==> src/rtl/irq_sequencer.sv <==
// Interrupt sequencer: filters and latches /NMI edges, samples the /IRQ level, and arbitrates
// reset/NMI/IRQ/BRK at CPU poll points. The chosen vector stays frozen until the core acks.
module irq_sequencer #(
  parameter logic [15:0] RST_VEC  = 16'hFFFC,
  parameter logic [15:0] NMI_VEC  = 16'hFFFA,
  parameter logic [15:0] IRQ_VEC  = 16'hFFFE,
  parameter int unsigned NMI_FILT = 2
) (
  input  logic        I_clock,
  input  logic        I_reset,
  input  logic        I_nmi_n,
  input  logic        I_irq_n,
  input  logic        I_imask,
  input  logic        I_brk,
  input  logic        I_poll,
  input  logic        I_ack,
  output logic        O_take,
  output logic [15:0] O_vector,
  output logic [1:0]  O_kind,
  output logic        O_nmi_pend
);

  localparam logic [3:0] FiltMax = 4'(NMI_FILT);
  localparam logic [3:0] FiltM1  = 4'(NMI_FILT - 1);

  localparam logic [1:0] KindRst = 2'd0;
  localparam logic [1:0] KindNmi = 2'd1;
  localparam logic [1:0] KindIrq = 2'd2;
  localparam logic [1:0] KindBrk = 2'd3;

  typedef enum logic [1:0] {StRstPend, StIdle, StService} state_e;

  state_e      state_q, state_d;
  logic [15:0] vector_q, vector_d;
  logic [1:0]  kind_q, kind_d;
  logic [3:0]  cnt_q, cnt_d;
  logic        armed_q, armed_d;
  logic        nmi_q, nmi_d;
  logic        nmi_set;
  logic        irq_ok;
  logic        nmi_ack;

  // The latch sets on the same edge at which the counter reaches NMI_FILT.
  assign nmi_set = ~I_nmi_n & armed_q & (cnt_q >= FiltM1);
  assign irq_ok  = ~I_irq_n & ~I_imask;
  assign nmi_ack = (state_q == StService) & I_ack & (kind_q == KindNmi);

  always_comb begin
    cnt_d   = cnt_q;
    armed_d = armed_q;
    if (I_nmi_n) begin
      cnt_d   = 4'd0;
      armed_d = 1'b1;
    end else begin
      if (cnt_q < FiltMax) cnt_d = cnt_q + 4'd1;
      if (nmi_set) armed_d = 1'b0;
    end
  end

  // A new qualifying edge beats the clearing ack so it is never lost.
  always_comb begin
    nmi_d = nmi_q;
    if (nmi_set) begin
      nmi_d = 1'b1;
    end else if (nmi_ack) begin
      nmi_d = 1'b0;
    end
  end

  always_comb begin
    state_d  = state_q;
    vector_d = vector_q;
    kind_d   = kind_q;
    unique case (state_q)
      StRstPend: begin
        if (I_poll) begin
          state_d  = StService;
          vector_d = RST_VEC;
          kind_d   = KindRst;
        end
      end
      StIdle: begin
        // Uses the registered latch, so an edge qualifying this cycle waits for the next poll.
        if (I_poll) begin
          if (nmi_q) begin
            state_d  = StService;
            vector_d = NMI_VEC;
            kind_d   = KindNmi;
          end else if (irq_ok) begin
            state_d  = StService;
            vector_d = IRQ_VEC;
            kind_d   = KindIrq;
          end else if (I_brk) begin
            state_d  = StService;
            vector_d = IRQ_VEC;
            kind_d   = KindBrk;
          end
        end
      end
      StService: begin
        if (I_ack) state_d = StIdle;
      end
      default: state_d = StRstPend;
    endcase
  end

  always_ff @(posedge I_clock or negedge I_reset) begin
    if (!I_reset) begin
      state_q  <= StRstPend;
      vector_q <= RST_VEC;
      kind_q   <= KindRst;
      cnt_q    <= 4'd0;
      armed_q  <= 1'b1;
      nmi_q    <= 1'b0;
    end else begin
      state_q  <= state_d;
      vector_q <= vector_d;
      kind_q   <= kind_d;
      cnt_q    <= cnt_d;
      armed_q  <= armed_d;
      nmi_q    <= nmi_d;
    end
  end

  assign O_take     = (state_q == StService);
  assign O_vector   = vector_q;
  assign O_kind     = kind_q;
  assign O_nmi_pend = nmi_q;

endmodule

==> config.mk <==
export PLATFORM = sky130hd
export DESIGN_NAME = irq_sequencer
export DESIGN_NICKNAME = d
export VERILOG_FILES = /design/src/rtl/irq_sequencer.sv
export SDC_FILE = /design/constraint.sdc
export NUM_CORES = 1
export LEC_CHECK = 0
export CORE_MARGIN = 5
export CORE_UTILIZATION = 40
export DETAILED_ROUTE_END_ITERATION = 10
export MAX_ROUTING_LAYER = met4
export PLACE_DENSITY = 0.73
export SYNTH_ARGS = -nofsm -noshare
export SYNTH_HDL_FRONTEND = slang
export SYNTH_SLANG_ARGS = --single-unit
==> constraint.sdc <==
create_clock -name I_clock -period 3.1 [get_ports I_clock]
set_clock_uncertainty 0.2 [all_clocks]
set_input_delay 0.62 -clock I_clock [delete_from_list [all_inputs] [get_ports I_clock]]
set_output_delay 0.62 -clock I_clock [all_outputs]
set_load 0.01 [all_outputs]
==> results.md, run 1 <==
- The flow ran to the end, and the final reports show no timing, DRC or antenna violations.
- The number of sinks driven by the clock tree is 12.
- The cell type group with the largest total delay on the critical path is buffers and inverters.
- For this design the ratio of total power to cell area is 835.6 nW/µm².
- The average wire per cell in the routed design is 10.92 µm.
- The hold violation total from the final report was 0.
- In the final layout, the share of cells above drive strength 1 is 12.79%.
- The number of nets at the end of the flow is 98.
- The peak ir drop on the vdd network is 0.4626 mV.
- Wires add up to 1.212 mm.
- In this run the cell area of the synthesized design comes to 709.4 µm².
- The worst reg2reg path endpoint is O_nmi_pend.
- At the worst endpoint, the required time is 2.28 ns.
- The number of stages on the worst hold path is 2.
- The total via count in the routed design is 482.
- Before antenna repair, the detailed router went through 2 iterations.
- The internal power is 452.6 µW.
- For this run, design rule violations remaining after detail routing come to 0.
- The share of total power dissipated in sequential elements is 41.5%.
- For the worst-skew pair, the clock arrives at the later sink with an insertion delay of 0.27 ns.
- The total of buffers placed on input and output ports is 13.
- The number of antenna violations at the first check in global routing is 0.
- Once layout is complete, the cells apart from fillers number 111.
- The initialized floorplan defines 15 standard-cell rows.
- The worst register-to-register path begins at cnt_q[1].
- The path class of the tightest hold or removal check is reg -> reg.
- The worst path needs 2.240 ns of the cycle, external delays included.
- The critical path capture point type is an output port.
- The critical path arrival is 1.42 ns.
- The total count of max-transition violations in the final report came to 0.
- The number of antenna diodes in the final layout is 0.
- The buffers inserted during post-CTS setup optimization is 0.
- The root buffer cell is clkbuf_4.
- For this block, the initial DRC count from the detailed router was 8.
- Once detailed placement completed, the half-perimeter wirelength came to 932.8 µm.
- The die is 52.12 µm tall.
- After filler insertion, the fill cell instance count of the layout stands at 164.
- Derived from the worst setup path, the maximum achievable clock frequency is 0.4464 GHz.
- The number of clock buffers added by TritonCTS is 3.
- The critical path goes through nor2b_1 > clkdlybuf4s50_1.
- Setup repair after global routing left no endpoint under its margin.
- At the pin with the least slew margin, the transition time is 0.5506 ns.
- The remaining global-route overflow is 0.
- The die covers 2716 µm².
- Pin placement for this block handled 28 I/O pins.
- The critical hold path startpoint is armed_q.
- The flop and latch count out of synthesis is 12.
- The total area of sequential cells is 302.8 µm².
- The via count of the first global-routing pass was 445.
- Dividing the detail-routed via count by the number of cells gives 4.342.
- The highest fanout seen on the critical path is 9.
- In the final layout, the multi-input gates occupy 316.6 µm².
- The pin count of the biggest net entering global routing is 13.
- The clock network is responsible for 17.7% of the overall power.
- The post-synthesis average cell area is 9.853 µm².
- The critical path's slowest cell is clkdlybuf4s50_1.
- The critical path buffer and inverter count is 1.
- The tightest hold path in the finished design has a slack of 0.3107 ns.
- The cell total after placement is 107.
- Across the run, the number of max-cap violations was 0.
- Compared with the post-synthesis result, the final layout area differs by 17.81%.
- The detail route stage leaves a number of antenna-violating nets equal to 0.
- The number of setup violations in the final report is 0.
- In the layout the commonest cells are conb_1 (14), clkdlybuf4s50_1 (13), dfrtp_1 (10), a21oi_1 (7), nor2_1 (6).
- The synthesized instance count is 72.
- The launching instance or port of the critical path is state_q[0].
- The critical path class is reg -> out.
- After synthesis, flip-flops and latches occupy 42.68% of the total area.
- For this run, the slowest stage of the critical path takes 0.54 ns.
- The worst slew margin relative to its limit is 63.18%.
- For this configuration, the core starts out at a cell density of 41.54%.
- The analysis attributes to cell leakage a power of 0.3821 nW.
- The number of buffers inserted for hold repair after clock tree synthesis is 0.
- The leading cell type in the layout, fill and taps excluded is conb_1.
- The floorplan step defined a core boundary enclosing 1708 µm².
- The die span in x is 52.12 µm.
- The number of cells on the worst reg-to-reg path is 4.
- TritonCTS built the clock tree.
- The hold-critical path endpoint is O_nmi_pend.
- Post-CTS repair changed the size of 0 cells.
- The kind of start point of the critical path is a register.
- The number of warning messages in the yosys log is 0.
- The switching share of total power is 35.20%.
- CTS built an H-tree with a depth of 1.
- The part of the power in combinational logic is 40.8%.
- The clock transition at the registers of the reported paths is 0.07 ns.
- Setup total negative slack on the finished layout was measured at 0 ns.
- The switching power is 245.9 µW.
- Across every metal layer, demand over resource in global routing totals 10.25%.
- The minimum setup slack among reg-to-reg paths is 1.72 ns.
- In this run the deepest clock path goes through 2 buffers.
- The final RePlAce weighted congestion is 0.8145.
- The final cycle utilization of the critical path is 72.26%.
- The first global-routing pass estimated 1.945 mm of wire.
- The number of distinct standard cells referenced by the synthesized netlist is 26.
## per-stage QoR
| stage | cell area (µm²) | total power [mW] | util, % | worst slack [ns] |
|---|---|---|---|---|
| 2_1_floorplan | 754.5 | 0.4765 | - | 1.645 |
| 3_3_place_gp | 799.5 | 0.5708 | 46.81 | 1.152 |
| 3_5_place_dp | 799.5 | 0.5821 | 46.81 | 1.094 |
| 4_1_cts | 835.8 | 0.7107 | 48.94 | 0.8354 |
| 5_1_grt | 835.8 | 0.7651 | 48.94 | 0.7732 |
| 6_report | 835.8 | 0.6984 | 48.94 | 0.8600 |
## sequential cells by signal, summed over array words and instances, names as in the netlist
register / flops
O_kind: 2
armed_q: 1
state_q: 2
O_vector: 2
cnt_q: 4
O_nmi_pend: 1
## final cells by class
cell class	count	share of cell area (%)
clock buffers	4	4.341
flip-flops and latches	12	36.23
multi-input cells	52	37.87
repair buffers	13	15.57
inverters	5	2.246
well taps	25	3.743
## cells by family after synthesis
kind of cell | count (synthesis) | synth area share [%]
buf+inv | 20 | 19.05
compound gates | 18 | 16.76
other cells | 2 | 1.059
flops | 12 | 42.68
fa+ha+maj | 3 | 5.292
xor+xnor | 1 | 1.235
simple gates | 16 | 13.93
## worst max path at each step
stage	depth (start not counted)	slack, ns	end
floorplan	1	1.64	O_take
global placement	4	1.15	O_kind[0]
detailed placement	4	1.09	O_vector[1]
CTS	2	0.84	O_take
global route	2	0.77	O_take
finish	2	0.86	O_take
## routing by layer
metal	share of wire [%]	up-vias	GRT usage [%]
li1	-	239	-
met1	39	222	10.64
met2	49	19	16.95
met3	12	2	5.444
met4	0.83	0	2.620
met5	0	-	-
## worst register-to-register path: cells and delay by family, from the launching register on
family                     cells  cell delay, ns
buffers and inverters          1            0.09
AOI/OAI and AO/OA              1            0.10
DFF                            1            0.43
and+or+nand+nor                1            0.25
adders and majority gates      1            0.19
## power groups by stage
stage          logic, mW  registers (mW)  clock network, mW
2_1_floorplan      0.182           0.295                  0
3_3_place_gp       0.279           0.292                  0
3_5_place_dp       0.289           0.293                  0
4_1_cts            0.290           0.290              0.130
5_1_grt            0.327           0.302              0.137
6_report           0.285           0.290              0.124
## synthesized netlist by cell type, drive strengths merged
master / instances / area share, %
xnor2: 1 / 1.2
o21bai: 1 / 1.6
a22oi: 1 / 1.1
inv: 5 / 2.6
dfrtp: 10 / 35
and2b: 1 / 1.1
dfstp: 2 / 7.4
nor2b: 4 / 3.9
o2bb2ai: 2 / 2.5
nor2: 6 / 3.2
nand2b: 2 / 1.8
o21ai: 4 / 3.4
o41ai: 1 / 1.2
buf: 15 / 16
a21oi: 7 / 4.9
ha: 3 / 5.3
a21o: 1 / 1.1
conb: 2 / 1.1
nand2: 1 / 0.53
nor4b: 1 / 2.1
o31ai: 1 / 1.1
nor3: 1 / 1.4
(Power assumes the default switching activity.)
==> run 2, diff against run 1 <==
--- a/config.mk
+++ b/config.mk
@@ -6,10 +6,10 @@
 export NUM_CORES = 1
 export LEC_CHECK = 0
 export CORE_MARGIN = 5
-export CORE_UTILIZATION = 40
+export CORE_UTILIZATION = 38
 export DETAILED_ROUTE_END_ITERATION = 10
 export MAX_ROUTING_LAYER = met4
-export PLACE_DENSITY = 0.73
+export PLACE_DENSITY = 0.72
 export SYNTH_ARGS = -nofsm -noshare
 export SYNTH_HDL_FRONTEND = slang
 export SYNTH_SLANG_ARGS = --single-unit
==> constraint.sdc (replaced) <==
create_clock -name I_clock -period 1.84 [get_ports I_clock]
set_clock_uncertainty 0.2 [all_clocks]
set_input_delay 0.368 -clock I_clock [delete_from_list [all_inputs] [get_ports I_clock]]
set_output_delay 0.368 -clock I_clock [all_outputs]
set_load 0.01 [all_outputs]
==> results.md, run 2 (same netlist as run 1, synthesis figures left out) <==
- The number of placement rows is 15.
- The clock transition at the registers of the reported paths is 0.08 ns.
- Dividing total power by cell area gives a power density of 1419 nW/µm².
- 0 antenna diodes ended up in the layout.
- From synthesis to final layout, the design area changed by 20.64%.
- The depth of the CTS H-tree is 1.
- The worst setup path is captured at an output port.
- The first global-routing pass estimated 1.980 mm of wire.
- The number of sinks driven by the clock tree is 12.
- After detailed routing, the number of vias per cell comes to 4.298.
- Setup repair after global routing left no endpoint under its margin.
- The number of gates on the worst path with buffers counted is 1.
- The via count of the first global-routing pass is 486.
- The critical path is of the reg -> out type.
- The total count of max-transition violations in the final report was 0.
- The final critical-path required period is 1.761 ns.
- The number of design rule violations left after detail routing is 0.
- The wire length reported by the detailed router is 1.259 mm.
- The transition time at the pin with the least slew margin is 0.5176 ns.
- In the layout the commonest cells are conb_1 (14), clkdlybuf4s50_1 (11), dfrtp_1 (10), a21oi_1 (7), nor2_1 (6).
- The analysis attributes to cell leakage a power of 0.3981 nW.
- TritonCTS built the clock tree.
- Together, buffers and inverters on the worst path number 1.
- The critical path's slowest cell is clkdlybuf4s50_1.
- The hold violation total from the final report was 0.
- The starting density of the core is 40.65%.
- The number of max-cap violations is 0.
- The half-perimeter wire length after detailed placement is 982.9 µm.
- The number of antenna violations at the first check in global routing was 0.
- The leading cell type in the layout, fill and taps excluded is conb_1.
- The layout has 170 filler cells.
- The number of setup violations in the final report is 0.
- Summing over every cut layer, the via total after detailed routing is 490.
- The flow ran to the end, and the final reports show no timing, DRC or antenna violations.
- The tightest hold path in the finished design has a slack of 0.2295 ns.
- The number of buffers inserted for hold repair after clock tree synthesis is 0.
- The longest clock path from root to sink contains 2 buffers.
- For this run, the total global-route usage over all layers was measured as 10.10%.
- Data on the critical path arrives at its endpoint at 1.19 ns.
- The top-level port count is 28.
- The final cycle utilization of the critical path is 95.69%.
- On the critical path the largest part of the delay comes from buffers and inverters.
- The average wire per cell in the routed design is 11.04 µm.
- The number of cells on the worst reg-to-reg path is 4.
- Static timing analysis puts the maximum clock frequency at 0.5680 GHz.
- The number of flip-flops under the largest register name is 4.
- The count of nets left with antenna violations after detail routing is 0.
- The peak ir drop on the vdd network is 0.8963 mV.
- The pre-antenna-repair detailed-routing pass consisted of 3 iterations.
- Clock latency on the worst-skew pair, taken at its later pin, is 0.27 ns.
- The total of buffers placed on input and output ports is 13.
- The tightest min-delay check is of the in -> async type.
- The data required time of the critical path is 1.27 ns.
- The kind of start point of the critical path is a register.
- The total negative slack is 0 ns.
- The die is 53.21 µm wide.
- The worst slew margin relative to its limit is 65.39%.
- The overall power after layout is 1.215 mW.
- Ranked by flip-flop count, first place goes to cnt_q.
- The setup check on the worst reg-to-reg path leaves a slack of 0.44 ns.
- The largest single stage delay on the critical path is 0.55 ns.
- The area of the core is 1745 µm².
- The vertical extent of the die is 53.21 µm.
- In this run the clock root is driven by a clkbuf_4.
- The number of DRC markers in iteration 0 is 4.
- The highest fanout seen on the critical path is 3.
- The signal on the critical path passes through clkdlybuf4s50_1.
- The total clock buffers created by CTS is 3.
- The pin count of the biggest net entering global routing is 13.
- The net count of the finished layout is 101.
- Routability-driven placement finished with a final weighted congestion of 0.8004.
- The die covers 2831 µm².
- The share of cells above drive strength 1 is 15.73%.
- The remaining global-route overflow is 0.
run 2: cell count changes in the layout (fill, tap and decap cells not counted), sizes merged:
cell | before | now
clkdlybuf4s50 | 13 | 11
dlygate4sd2 | 0 | 2
buf | 0 | 3
run 2: cell type report:
class | instances | area, µm² | area share (%)
inverter | 5 | 18.77 | 2.193
clock buffer | 4 | 36.28 | 4.240
timing repair buffer | 16 | 150.1 | 17.54
tap | 25 | 31.28 | 3.655
sequential | 12 | 302.8 | 35.38
multi-input combinational | 52 | 316.6 | 36.99
run 2: report_power, final:
group	switching, mW	internal (mW)
Clock	0.0893	0.120
Sequential	0.0759	0.377
Combinational	0.264	0.289
run 2: repair_timing:
action | in CTS | in global routing
endpoints found under the hold margin | 0 | 0
resized for setup | 2 | 0
setup buffers | 1 | 0
setup endpoints to repair | 2 | 0
run 2: final timing paths:
check / start / to
max: O_kind[1] / O_kind[1]
min: I_reset / cnt_q[3]
max reg2reg: state_q[1] / O_kind[0]
min reg2reg: armed_q / O_nmi_pend
max in group asynchronous: I_reset / armed_q
min in group I_clock: armed_q / O_nmi_pend
run 2: per-layer routing:
metal | wire (µm) | GRT usage [%] | vias up | part of all wire (%)
met3 | 137 | 5.915 | 0 | 11
li1 | - | - | 243 | -
met2 | 645 | 18.57 | 20 | 51
met4 | 0 | 0 | 0 | 0
met5 | 0 | - | - | 0
met1 | 477 | 9.582 | 227 | 38
run 2: worst register-to-register path, cell delays in order (launching register included):
cell and delay [ns]:
dfrtp_1 0.39, buf_4 0.15, nor2b_2 0.28, o21ai_2 0.12, a22oi_1 0.19
run 2: through the flow:
| stage | cells | utilization [%] | cell area, µm² | setup WS (ns) |
|---|---|---|---|---|
| 2_1_floorplan | 84 | - | 754.5 | 0.5473 |
| 3_3_place_gp | 109 | 46.67 | 814.5 | 0.1395 |
| 3_5_place_dp | 109 | 46.67 | 814.5 | 0.08587 |
| 4_1_cts | 114 | 49.03 | 855.8 | 0.07038 |
| 5_1_grt | 114 | 49.03 | 855.8 | 0.02096 |
| 6_report | 114 | 49.03 | 855.8 | 0.07930 |
==> run 3, diff against run 2 <==
--- a/config.mk
+++ b/config.mk
@@ -7,6 +7,7 @@
 export LEC_CHECK = 0
 export CORE_MARGIN = 5
 export CORE_UTILIZATION = 38
+export CTS_CLUSTER_SIZE = 24
 export DETAILED_ROUTE_END_ITERATION = 10
 export MAX_ROUTING_LAYER = met4
 export PLACE_DENSITY = 0.72
==> results of run 3 <==
No change in the layout: final DEF, timing and power equal those of run 2.
